**config.mk**
```make
export PLATFORM = sky130hd
export DESIGN_NAME = uart_tx_arbiter
export DESIGN_NICKNAME = d
export VERILOG_FILES = /design/src/rtl/uart_arb_pkg.sv /design/src/rtl/uart_rr_picker.sv /design/src/rtl/uart_tx_arbiter.sv
export SDC_FILE = /design/constraint.sdc
export NUM_CORES = 1
export LEC_CHECK = 0
export BUFFER_PORTS_ARGS = -buffer_cell sky130_fd_sc_hd__buf_2
export CORE_MARGIN = 1.5
export CORE_UTILIZATION = 58
export DETAILED_ROUTE_END_ITERATION = 7
export HOLD_SLACK_MARGIN = 0.03
export PLACE_DENSITY = 0.92
export SYNTH_ARGS = -nofsm -noshare
export SYNTH_HDL_FRONTEND = slang
export SYNTH_SLANG_ARGS = --single-unit
export TNS_END_PERCENT = 100
```
**constraint.sdc**
```tcl
create_clock -name i_Clock -period 9.8 [get_ports i_Clock]
set_input_delay 0.98 -clock i_Clock [delete_from_list [all_inputs] [get_ports i_Clock]]
set_output_delay 0.98 -clock i_Clock [all_outputs]
set_load 0.01 [all_outputs]
```
**src/rtl/uart_arb_pkg.sv**
```systemverilog
// uart_arb_pkg: state encoding, byte width and clog2 helper shared by the UART TX arbiter
package uart_arb_pkg;
  localparam int BYTE_W = 8;
  typedef enum logic [1:0] {IDLE, LAUNCH, WAIT_DONE, HOLD} arb_state_t;
  function automatic int clog2(input int v);
    int r;
    r = 0;
    while ((1 << r) < v) r++;
    return r;
  endfunction
endpackage

```
**src/rtl/uart_rr_picker.sv**
```systemverilog
// uart_rr_picker: combinational round-robin pick of the first valid requester after ptr
module uart_rr_picker
  import uart_arb_pkg::*;
#(
  parameter int N  = 4,
  parameter int PW = clog2(N)
) (
  input  logic [N-1:0]  valid,
  input  logic [PW-1:0] ptr,
  output logic [N-1:0]  grant,
  output logic [PW-1:0] idx,
  output logic          hit
);
  always_comb begin
    grant = '0;
    idx = '0;
    hit = 1'b0;
    for (int i = 1; i <= N; i++) begin
      if (!hit && valid[(int'(ptr) + i) % N]) begin
        hit = 1'b1;
        grant[(int'(ptr) + i) % N] = 1'b1;
        idx = PW'((int'(ptr) + i) % N);
      end
    end
  end
endmodule

```
**src/rtl/uart_tx_arbiter.sv**
```systemverilog
// uart_tx_arbiter: round-robin sharing of one uart_tx among N_REQ byte streams with frame locking
// UART_ARB_LOCK_TIMEOUT_EN enables releasing a stalled lock after LOCK_TIMEOUT idle cycles
module uart_tx_arbiter
  import uart_arb_pkg::*;
#(
  parameter int N_REQ        = 4,
  parameter int MAX_FRAME    = 16,
  parameter int LOCK_TIMEOUT = 1024
) (
  input  logic                    i_Clock,
  input  logic                    i_rst_n,
  input  logic [N_REQ-1:0]        i_Req_Valid,
  input  logic [BYTE_W*N_REQ-1:0] i_Req_Byte,
  input  logic [N_REQ-1:0]        i_Req_Last,
  output logic [N_REQ-1:0]        o_Req_Ack,
  output logic [N_REQ-1:0]        o_Grant,
  output logic                    o_Tx_DV,
  output logic [BYTE_W-1:0]       o_Tx_Byte,
  input  logic                    i_Tx_Active,
  input  logic                    i_Tx_Done,
  output logic                    o_Busy,
  output logic                    o_Lock_Err
);
  localparam int PW = clog2(N_REQ);
  localparam int CW = clog2(MAX_FRAME + 1);
  arb_state_t state;
  logic [PW-1:0] ptr, owner, pick_idx;
  logic [N_REQ-1:0] pick_grant;
  logic pick_hit, last_q, done_q, tx_ready, done_rise, frame_end;
  logic [CW-1:0] frame_cnt;
  uart_rr_picker #(.N(N_REQ), .PW(PW)) u_pick (
    .valid(i_Req_Valid),
    .ptr(ptr),
    .grant(pick_grant),
    .idx(pick_idx),
    .hit(pick_hit)
  );
  // Done stays high through uart_tx cleanup, so ready needs both status lines low
  assign tx_ready = !i_Tx_Active && !i_Tx_Done;
  assign done_rise = i_Tx_Done && !done_q;
  assign frame_end = last_q || frame_cnt == CW'(MAX_FRAME);
  assign o_Busy = state != IDLE;
`ifdef UART_ARB_LOCK_TIMEOUT_EN
  localparam int TW = clog2(LOCK_TIMEOUT + 1);
  logic [TW-1:0] idle_cnt;
  logic stall_out;
  assign stall_out = idle_cnt == TW'(LOCK_TIMEOUT - 1);
`else
  logic unused_timeout;
  assign unused_timeout = ^LOCK_TIMEOUT;
  assign o_Lock_Err = 1'b0;
`endif
  always_ff @(posedge i_Clock or negedge i_rst_n) begin
    if (!i_rst_n) begin
      state <= IDLE;
      ptr <= PW'(N_REQ - 1);
      owner <= '0;
      o_Grant <= '0;
      o_Req_Ack <= '0;
      o_Tx_DV <= 1'b0;
      o_Tx_Byte <= '0;
      last_q <= 1'b0;
      done_q <= 1'b0;
      frame_cnt <= '0;
`ifdef UART_ARB_LOCK_TIMEOUT_EN
      idle_cnt <= '0;
      o_Lock_Err <= 1'b0;
`endif
    end else begin
      done_q <= i_Tx_Done;
      o_Tx_DV <= 1'b0;
      o_Req_Ack <= '0;
      case (state)
        IDLE: if (pick_hit && tx_ready) begin
          state <= LAUNCH;
          owner <= pick_idx;
          o_Grant <= pick_grant;
          o_Tx_Byte <= i_Req_Byte[BYTE_W*pick_idx +: BYTE_W];
          last_q <= i_Req_Last[pick_idx];
        end
        LAUNCH: begin
          state <= WAIT_DONE;
          o_Tx_DV <= 1'b1;
          o_Req_Ack <= o_Grant;
          frame_cnt <= frame_cnt == CW'(MAX_FRAME) ? frame_cnt : frame_cnt + 1'b1;
`ifdef UART_ARB_LOCK_TIMEOUT_EN
          idle_cnt <= '0;
`endif
        end
        WAIT_DONE: if (done_rise) begin
          if (frame_end) begin
            state <= IDLE;
            ptr <= owner;
            frame_cnt <= '0;
            o_Grant <= '0;
          end else state <= HOLD;
        end
        HOLD: if (i_Req_Valid[owner] && tx_ready) begin
          state <= LAUNCH;
          o_Tx_Byte <= i_Req_Byte[BYTE_W*owner +: BYTE_W];
          last_q <= i_Req_Last[owner];
        end
`ifdef UART_ARB_LOCK_TIMEOUT_EN
        else if (!i_Req_Valid[owner]) begin
          if (stall_out) begin
            state <= IDLE;
            ptr <= owner;
            frame_cnt <= '0;
            o_Grant <= '0;
            idle_cnt <= '0;
            o_Lock_Err <= 1'b1;
          end else idle_cnt <= idle_cnt + 1'b1;
        end
`endif
        default: begin
          state <= IDLE;
          o_Grant <= '0;
          frame_cnt <= '0;
        end
      endcase
    end
  end
endmodule
```
## Word-level counts from Yosys, hierarchy flattened

Index checks and enable logic that the tools add are counted.
W data, S select, Z words.

- Register bits: 30
- Output and inout bits: 19
- Word-level logic and storage cells: 135

- Add/subtract/negate cells: 5
- Magnitude comparators: 10
- Eq/ne operators: 9
- Shift operators: 2
- Muxes and demuxes: 59
- Bitwise operators: 7
- Reductions and logical operators: 33

Operators with widths:

| kind | number |
|---|---|
| $shiftx A32 B6 Y8 | 2 |
| $mux W4 | 8 |
| $mux W1 | 22 |
| $lt A3 B4 Y1 const B | 4 |
| $mux W2 | 8 |
| $mux W8 | 2 |
| $pmux W8 S2 | 1 |
| $mux W5 | 3 |
| $bmux W1 S2 | 7 |
| $ge A3 B1 Y1 const B | 4 |
| $or A4 B4 Y4 | 3 |
| $logic_and A1 B1 Y1 | 11 |
| $ne A2 B2 Y1 const B | 5 |
| $pmux W5 S2 | 1 |
| $reduce_and A3 Y1 | 3 |
| $demux W1 S2 | 4 |
| $pmux W2 S4 | 1 |
| $pmux W4 S2 | 1 |
| $reduce_and A4 Y1 | 2 |
| $reduce_bool A2 Y1 | 4 |
| $reduce_or A2 Y1 | 4 |
| $logic_not A1 Y1 | 6 |
| $lt A2 B3 Y1 const B | 2 |
| $add A5 B1 Y5 const B | 1 |
| 10 further kinds | 16 |

## Longest topological paths before layout

Gate-level depths: netlist of run 1.

- Depth after elaboration: 20
- Depth in mapped cells: 13

## Hierarchy

From an unflattened synthesis of run 1, not the netlist that was laid out.

- Cells, all modules: 215
- Area total of the unflattened synthesis: 2316.0 sq um

By module, submodules not included:

| module | times used | cells each | area an instance (sq um) | sequential area each (sq um) |
|---|---|---|---|---|
| uart_tx_arbiter | 1 | 129 | 1686.6 | 753.2 |
| uart_rr_picker | 1 | 86 | 629.4 | 0.0 |

## Least setup slack after synthesis of run 1

Ideal clock, no wire load.

- Path type: flip-flop to flip-flop
- From: register ptr[0]
- To: register o_Tx_Byte[5]
- Library setup time: 0.145 ns
- Arrival: 3.216 ns
- Required time: 9.655 ns
- Path slack: 6.439 ns
- Cell stages (with the launch flop): 14
- Period minus slack after synthesis: 3.361 ns
- Cells stage by stage: dfstp_2 > buf_6 > buf_2 > inv_1 > ha_1 > clkbuf_1 > mux4_2 > buf_6 > nor2b_4 > nor4_4 > o32ai_4 > buf_12 > mux2i_1 > a211oi_2

- Cells in the longest elaborated chain, start to end: 17
- Elaborated cells between the ends (all ways): 36
- Those cells by class: 4 x add/sub; 1 x eq/ne; 1 x shift; 22 x mux; 8 x reduce/logical

Ends and longest elaborated chain:

| item | line | text |
|---|---|---|
| start: declaration | uart_tx_arbiter.sv:27 | `logic [PW-1:0] ptr, owner, pick_idx;` |
| start signal: assignment | uart_tx_arbiter.sv:56 | `ptr <= PW'(N_REQ - 1);` |
| start signal: assignment | uart_tx_arbiter.sv:93 | `ptr <= owner;` |
| $add A2 B1 Y2 | uart_rr_picker.sv:19, uart_rr_picker.sv:22 |  |
| $bmux W1 S2 | uart_rr_picker.sv:19 | `if (!hit && valid[(int'(ptr) + i) % N]) begin` |
| $mux W1 (implied by the code) (2 in a row) | uart_rr_picker.sv:19 |  |
| $mux W1 | uart_rr_picker.sv:19 |  |
| $logic_not A1 Y1 | uart_rr_picker.sv:19 |  |
| $logic_and A1 B1 Y1 | uart_rr_picker.sv:19 |  |
| $mux W1 | uart_rr_picker.sv:19 |  |
| $logic_not A1 Y1 | uart_rr_picker.sv:19 |  |
| $logic_and A1 B1 Y1 | uart_rr_picker.sv:19 |  |
| $mux W1 | uart_rr_picker.sv:19 |  |
| $logic_not A1 Y1 | uart_rr_picker.sv:19 |  |
| $logic_and A1 B1 Y1 | uart_rr_picker.sv:19 |  |
| $mux W2 / $mux W1 (equally long branches) | uart_rr_picker.sv:19 |  |
| $shiftx A32 B6 Y8 / $logic_and A1 B1 Y1 (equally long branches) | uart_tx_arbiter.sv:78, uart_tx_arbiter.sv:74 |  |
| $mux W8 / $ne A2 B2 Y1 (equally long branches) | - |  |
| $pmux W8 S2 / $reduce_and A3 Y1 (equally long branches) | - |  |
| end signal: assignment | uart_tx_arbiter.sv:78 | `o_Tx_Byte <= i_Req_Byte[BYTE_W*pick_idx +: BYTE_W];` |
| end signal: assignment | uart_tx_arbiter.sv:100 | `o_Tx_Byte <= i_Req_Byte[BYTE_W*owner +: BYTE_W];` |
| end: declaration | uart_tx_arbiter.sv:18 | `output logic [BYTE_W-1:0] o_Tx_Byte,` |

Several ways; a longest one is shown, not always the timed one. The select of a mux whose other input is x is not followed.
A chain may end at the register's enable or synchronous reset.

## Final worst setup path of run 1

- From: register ptr[0]
- To: register o_Tx_Byte[1]

The elaborated chain is that of the path after synthesis.

==> results of run 1 <==
## worst max-delay path: cells and delay by family (launching register included)
kind | cells | cell delay (ns)
muxes | 2 | 0.70
AOI/OAI and AO/OA | 2 | 1.14
buffers and inverters | 1 | 0.21
and+or+nand+nor | 2 | 0.25
DFF | 1 | 0.82
adders and majority gates | 1 | 0.50
## metal layers
| metal | part of all wire [%] | routed length [µm] | track usage, % | up-vias |
|---|---|---|---|---|
| met4 | 1.0 | 63 | 5.66 | 0 |
| met5 | 0 | 0 | 0 | - |
| met3 | 7.0 | 419 | 5.85 | 8 |
| li1 | - | - | - | 1100 |
| met1 | 44 | 2620 | 33.8 | 1077 |
| met2 | 48 | 2910 | 42.0 | 102 |
## synth_stat cells, drive strengths merged (4+ instances only)
cell type,n
a22o,4
mux2i,17
nor2,27
a22oi,5
dfrtp,28
nor2b,5
ha,14
nor4,17
mux2,5
nand2,9
a221o,4
inv,12
and2,5
a21oi,8
o21ai,27
mux4,5
a211oi,10
clkbuf,13
buf,8
## final cells by class
cell class / count / area share (%)
multi-input cells: 207 / 56.2
flip-flops and latches: 30 / 26.2
repair buffers: 61 / 10.6
clock buffers: 7 / 3.01
well taps: 50 / 2.18
inverters: 12 / 1.57
clock inverters: 1 / 0.174
## logic make-up (layout without fill, tap and decap cells)
kind of cell	count (synthesis)	in the layout	share of synthesized area, %
buffers and inverters	33	81	6.66
DFF	30	30	29.7
xor gates and xnor gates	3	3	1.04
adders and majority gates	14	14	6.91
and+or+nand+nor	85	85	19.2
AOI/OAI and AO/OA	77	77	22.8
muxes	27	27	13.5
other	1	1	0.148
## state kept, by name, summed over array words and instances, names as in the netlist
signal,count
owner,2
o_Tx_Byte,8
o_Tx_DV,1
frame_cnt,5
o_Req_Ack,4
state,2
o_Grant,4
done_q,1
last_q,1
ptr,2
## power by group through the flow
stage          Sequential (mW)  Clock (mW)  Combinational [mW]
3_3_place_gp             0.232           0               0.528
3_5_place_dp             0.236           0               0.549
4_1_cts                  0.234       0.101               0.554
2_1_floorplan            0.224           0               0.460
6_report                 0.235       0.101               0.559
5_1_grt                  0.244       0.105               0.613
## stage by stage
step           cell area, µm²  instances  power, mW  hold slack, ns  setup slack, ns
3_5_place_dp             2780        360      0.785           0.506             6.09
6_report                 2870        368      0.895           0.521             6.06
2_1_floorplan            2530        270      0.684           0.497             6.44
3_3_place_gp             2780        360      0.760           0.502             6.19
5_1_grt                  2870        368      0.962           0.552             5.81
4_1_cts                  2870        368      0.889           0.519             6.11
## how the worst max path moves through the flow
stage	slack, ns	depth (start not counted)	from	endpoint
detailed placement	6.09	8	ptr[0]$_DFFE_PN1P_	o_Tx_Byte[1]$_DFFE_PN0P_
floorplan	6.44	13	ptr[0]$_DFFE_PN1P_	o_Tx_Byte[5]$_DFFE_PN0P_
global placement	6.19	6	i_Req_Valid[3]	o_Tx_Byte[1]$_DFFE_PN0P_
finish	6.06	8	ptr[0]$_DFFE_PN1P_	o_Tx_Byte[1]$_DFFE_PN0P_
global route	5.81	8	ptr[0]$_DFFE_PN1P_	o_Tx_Byte[1]$_DFFE_PN0P_
CTS	6.11	8	ptr[0]$_DFFE_PN1P_	o_Tx_Byte[1]$_DFFE_PN0P_
==> results.yml, run 1 <==
synthesis:
  syn_area_um2: 2530
  syn_avg_cell_area_um2: 9.39
  yosys_most_used_dff: "dfrtp_1"
  synth_top_area_share_pct: 27.6
  yosys_warnings: 0
  synth_seq_area_share_pct: 29.7
  syn-num-nets: 328
  synth.distinct_cells: 57
  netlist_top_cells_area: "dfrtp_1 28%, ha_1 6.9%, mux2i_1 6.7%"
  synthCells: 270
  ys_seq_elements: 30
  ys_async_sr_fraction_pct: 100
  yosys.area.top_type: "dfrtp_1"
  synth-edff-count: 0
place:
  dp_hpwl_um: 4390
  portBuffers: 61
  gp_congestion: 0.889
detailed_routing:
  drtAntennaViolNets: 0
  firstDrtPassIters: 5
  vias_per_cell: 6.21
  vias: 2287
  wl_per_cell_um: 16.3
  drc_errors: 0
  finalWirelength_um: 6010
  drtIter0Drc: 140
setup_path:
  worstSetupPathType: "flop to flop"
  cpMaxStageDelayCell: "o32ai_4"
  setup.worst_path.start_class: "flop"
  r2r-start: "ptr[0]$_DFFE_PN1P_"
  required_ns: 9.99
  cpPeakStageDelay_ns: 0.88
  worst_setup_path_end_kind: "flop"
  r2r_setup_slack_ns: 6.06
  cp_max_fo: 23
  reg2reg_to: "o_Tx_Byte[1]$_DFFE_PN0P_"
  r2r_cells: 8
  worstPathArrival_ns: 3.92
  cp_cell_sequence: "inv_1 -> ha_1 -> mux4_2 -> nor2b_4 -> nor4_4 -> o32ai_4 -> mux2i_1 -> a211oi_2"
grt:
  globalRouteTotalUtil_pct: 25.3
  grt_max_degree: 31
  grt_remaining_overflow: 0
  grt_antenna_before_repair: 0
  grt_pass1_vias: 2118
  grt_pass1_wl_um: 10000
clock_tree:
  clock_latency_ns: 0.27
  cts_resized: 0
  numCtsBuffers: 5
  clock-sinks: 30
  clockBufferDepth: 2
  h-tree-depth: 2
  cts.reportedPaths.clkPinSlew_ns: 0.06
  cts_tree: "yes"
  postCtsHoldBufs: 0
  cts_root_buf: "clkbuf_8"
  cts_setup_buffers: 0
timing:
  fin_crit_ns: 3.74
  finClkSkew_ns: 0.00435
  finalCritPeriodShare_pct: 38.1
  slew_viol_final: 0
  rsz0062_at_grt: "false"
  final_hold_viol_count: 0
  tns_ns: 0
  setup_violations: 0
  fmax_mhz: 268
  relSlewSlack_pct: 19.8
  worst_pin_slew_ns: 1.20
power:
  powerDensity_nw_per_um2: 312
  p_switching_uw: 419
  internal_power_uw: 476
  p_leak_nw: 1.24
  p_comb_share_pct: 62.5
  power_switching_share_pct: 46.8
  power_frac_seq_pct: 26.3
  ir_worst_vdd_uv: 187
  power.share.clock_pct: 11.2
finish:
  multi_input_area_um2: 1610
  drive_gt1_share_pct: 30.2
  seq_area_um2: 753
  utilization_pct: 70.2
  final_cell_mix: "61 x buf_2, 28 x dfrtp_1, 27 x nor2_1"
  diodes: 0
  layout_commonest_cell: "buf_2"
  fillCellCount: 295
  areaGrowthSynthToFinish_pct: 13.2
  nNetsFinal: 375
min_path:
  hold-path-cell-count: 1
  hold_start: "o_Grant[3]$_DFFE_PN0P_"
  hold_path.class: "flop to flop"
  min_to: "o_Req_Ack[3]$_DFF_PN0_"
floorplan:
  die_area_um2: 4780
  fp-row-count: 23
  start_util_pct: 62.0
  io_pins: 63
  die_h_um: 69.1
  core-area_um2: 4090
  die_width_um: 69.1
status:
  status: "complete, no violations"
flow_run:
  drv_cap: 0
Note: power is estimated with default switching activity, not from simulation.
==> inputs of run 2 (changes only) <==
- CORE_UTILIZATION: 58 -> 49
- PLACE_DENSITY: 0.92 -> 0.83
- clock period: 9.8 -> 3.1 ns (I/O delays scaled with it)
==> run 2 against run 1 <==
Setup slack lost 5.8 ns. Clock power grew to 3.3 times the previous value. Total power grew to 3.3 times the previous value. Core utilization shrank 8.4 points. Hold slack lost 0.47 ns. Global-route usage shrank 1.7 points. Sequential share of layout area shrank 1.1 points. Sequential power grew to 3.0 times the previous value. Largest cell class unchanged. Non-clock buffer count grew 14. Cell count grew 8.4%.
==> results.yml, run 2 (synthesized netlist as in run 1, its figures left out) <==
finish:
  seq_area_um2: 753
  multi_input_area_um2: 1610
  drive_gt1_share_pct: 33.4
  fin_cells: 399
  areaGrowthSynthToFinish_pct: 18.4
  diodes: 0
  regMostFlops: "o_Tx_Byte"
  fillCellCount: 419
  nNetsFinal: 389
  layout_commonest_cell: "buf_2"
  final_cell_mix: "61 x buf_2, 28 x dfrtp_1, 27 x nor2_1"
  reg_top3: "o_Tx_Byte x8, frame_cnt x5"
  largest_register_ffs: 8
  utilization_pct: 61.9
grt:
  grt_max_degree: 31
  grt_antenna_before_repair: 0
  grt_pass1_wl_um: 10200
  globalRouteTotalUtil_pct: 23.6
  grt_pass1_vias: 2135
  grt_remaining_overflow: 0
place:
  gp_congestion: 0.833
  dp_hpwl_um: 4750
  dp_cells: 391
  portBuffers: 61
detailed_routing:
  drtIter0Drc: 181
  vias: 2372
  firstDrtPassIters: 5
  vias_per_cell: 5.94
  finalWirelength_um: 6170
  drc_errors: 0
  wl_per_cell_um: 15.5
  drtAntennaViolNets: 0
clock_tree:
  clock-sinks: 30
  numCtsBuffers: 5
  h-tree-depth: 2
  cts.reportedPaths.clkPinSlew_ns: 0.07
  cts_resized: 0
  cts_tree: "yes"
  cts_root_buf: "clkbuf_8"
  cts_setup_buffers: 0
  clock_latency_ns: 0.29
  clockBufferDepth: 2
  postCtsHoldBufs: 0
timing:
  relSlewSlack_pct: 35.7
  final_hold_viol_count: 0
  fin_crit_ns: 2.88
  fmax_mhz: 348
  fin_hold_ws_ns: 0.0508
  setup_violations: 0
  worst_pin_slew_ns: 0.964
  slew_viol_final: 0
  finalCritPeriodShare_pct: 92.8
  finClkSkew_ns: 0.00924
  rsz0062_at_grt: "false"
  tns_ns: 0
setup_path:
  setup.worst_path.start_class: "flop"
  r2r_cells: 7
  cpMaxStageDelayCell: "o32ai_4"
  cp_cell_sequence: "buf_4 -> mux4_2 -> nor2b_4 -> nor4_4 -> o32ai_4 -> mux2i_1 -> a211oi_2"
  required_ns: 3.25
  cp_max_fo: 16
  r2r-start: "ptr[0]$_DFFE_PN1P_"
  cpPeakStageDelay_ns: 0.80
  worst_setup_path_end_kind: "flop"
  r2r_setup_slack_ns: 0.22
  crit_buf_inv: 1
  worstSetupPathType: "flop to flop"
  crit_family: "multiplexers"
  reg2reg_to: "o_Tx_Byte[5]$_DFFE_PN0P_"
  worstPathArrival_ns: 3.03
power:
  power.share.clock_pct: 11.3
  p_leak_nw: 1.31
  internal_power_mw: 1.59
  p_comb_share_pct: 65.1
  powerDensity_nw_per_um2: 981
  ir_worst_vdd_uv: 720
  power_switching_share_pct: 46.0
  p_switching_mw: 1.35
  power_frac_seq_pct: 23.6
min_path:
  hold_path.class: "primary input to asynchronous set/reset pin"
floorplan:
  start_util_pct: 52.3
  fp-row-count: 25
  io_pins: 63
  die_area_um2: 5610
  die_width_um: 74.9
  die_h_um: 74.9
  core-area_um2: 4850
status:
  status: "complete, no violations"
flow_run:
  drv_cap: 0
## run 2: metal layers
metal	vias up	part of all wire, %	track usage [%]
met3	9	6.8	4.69
met1	1136	43	32.1
met2	98	49	38.1
met4	0	1.3	7.27
met5	-	0	0
li1	1129	-	-
## run 2: worst reg2reg max path, stage by stage (launching register included)
cell	delay [ns]
dfstp_2	0.54
buf_4	0.16
mux4_2	0.56
nor2b_4	0.17
nor4_4	0.07
o32ai_4	0.80
mux2i_1	0.35
a211oi_2	0.10
## run 2: power by group through the flow
stage | Combinational [mW] | Sequential (mW) | Clock (mW)
after floorplan | 1.46 | 0.709 | 0
after global placement | 1.83 | 0.689 | 0
after detailed placement | 1.90 | 0.701 | 0
after CTS | 1.91 | 0.693 | 0.337
after global routing | 2.10 | 0.717 | 0.360
final | 1.91 | 0.695 | 0.333
## run 2: worst max-delay path by stage
| stage | from | end | slack [ns] | cells after the start |
|---|---|---|---|---|
| 2_1_floorplan | ptr[0]$_DFFE_PN1P_ | o_Tx_Byte[5]$_DFFE_PN0P_ | 0.009 | 13 |
| 3_3_place_gp | ptr[0]$_DFFE_PN1P_ | o_Tx_Byte[0]$_DFFE_PN0P_ | 0.34 | 7 |
| 3_5_place_dp | ptr[0]$_DFFE_PN1P_ | o_Tx_Byte[5]$_DFFE_PN0P_ | 0.21 | 7 |
| 4_1_cts | ptr[0]$_DFFE_PN1P_ | o_Tx_Byte[5]$_DFFE_PN0P_ | 0.21 | 7 |
| 5_1_grt | ptr[0]$_DFFE_PN1P_ | o_Tx_Byte[0]$_DFFE_PN0P_ | 0.03 | 7 |
| 6_report | ptr[0]$_DFFE_PN1P_ | o_Tx_Byte[5]$_DFFE_PN0P_ | 0.22 | 7 |
## run 2: final cells by class
cell class | instances | area share, %
multi-input combinational | 207 | 53.8
timing repair buffer | 75 | 13.7
clock inverter | 2 | 0.417
clock buffer | 6 | 2.75
inverter | 12 | 1.50
tap | 67 | 2.79
sequential | 30 | 25.1
## run 2: per-stage QoR
step                worst slack [ns]  total power [mW]  area, µm²
CTS                            0.210              2.94       3000
global placement               0.343              2.52       2910
detailed placement             0.213              2.60       2910
floorplan                    0.00854              2.17       2540
global route                  0.0346              3.18       3000
finish                         0.223              2.94       3000
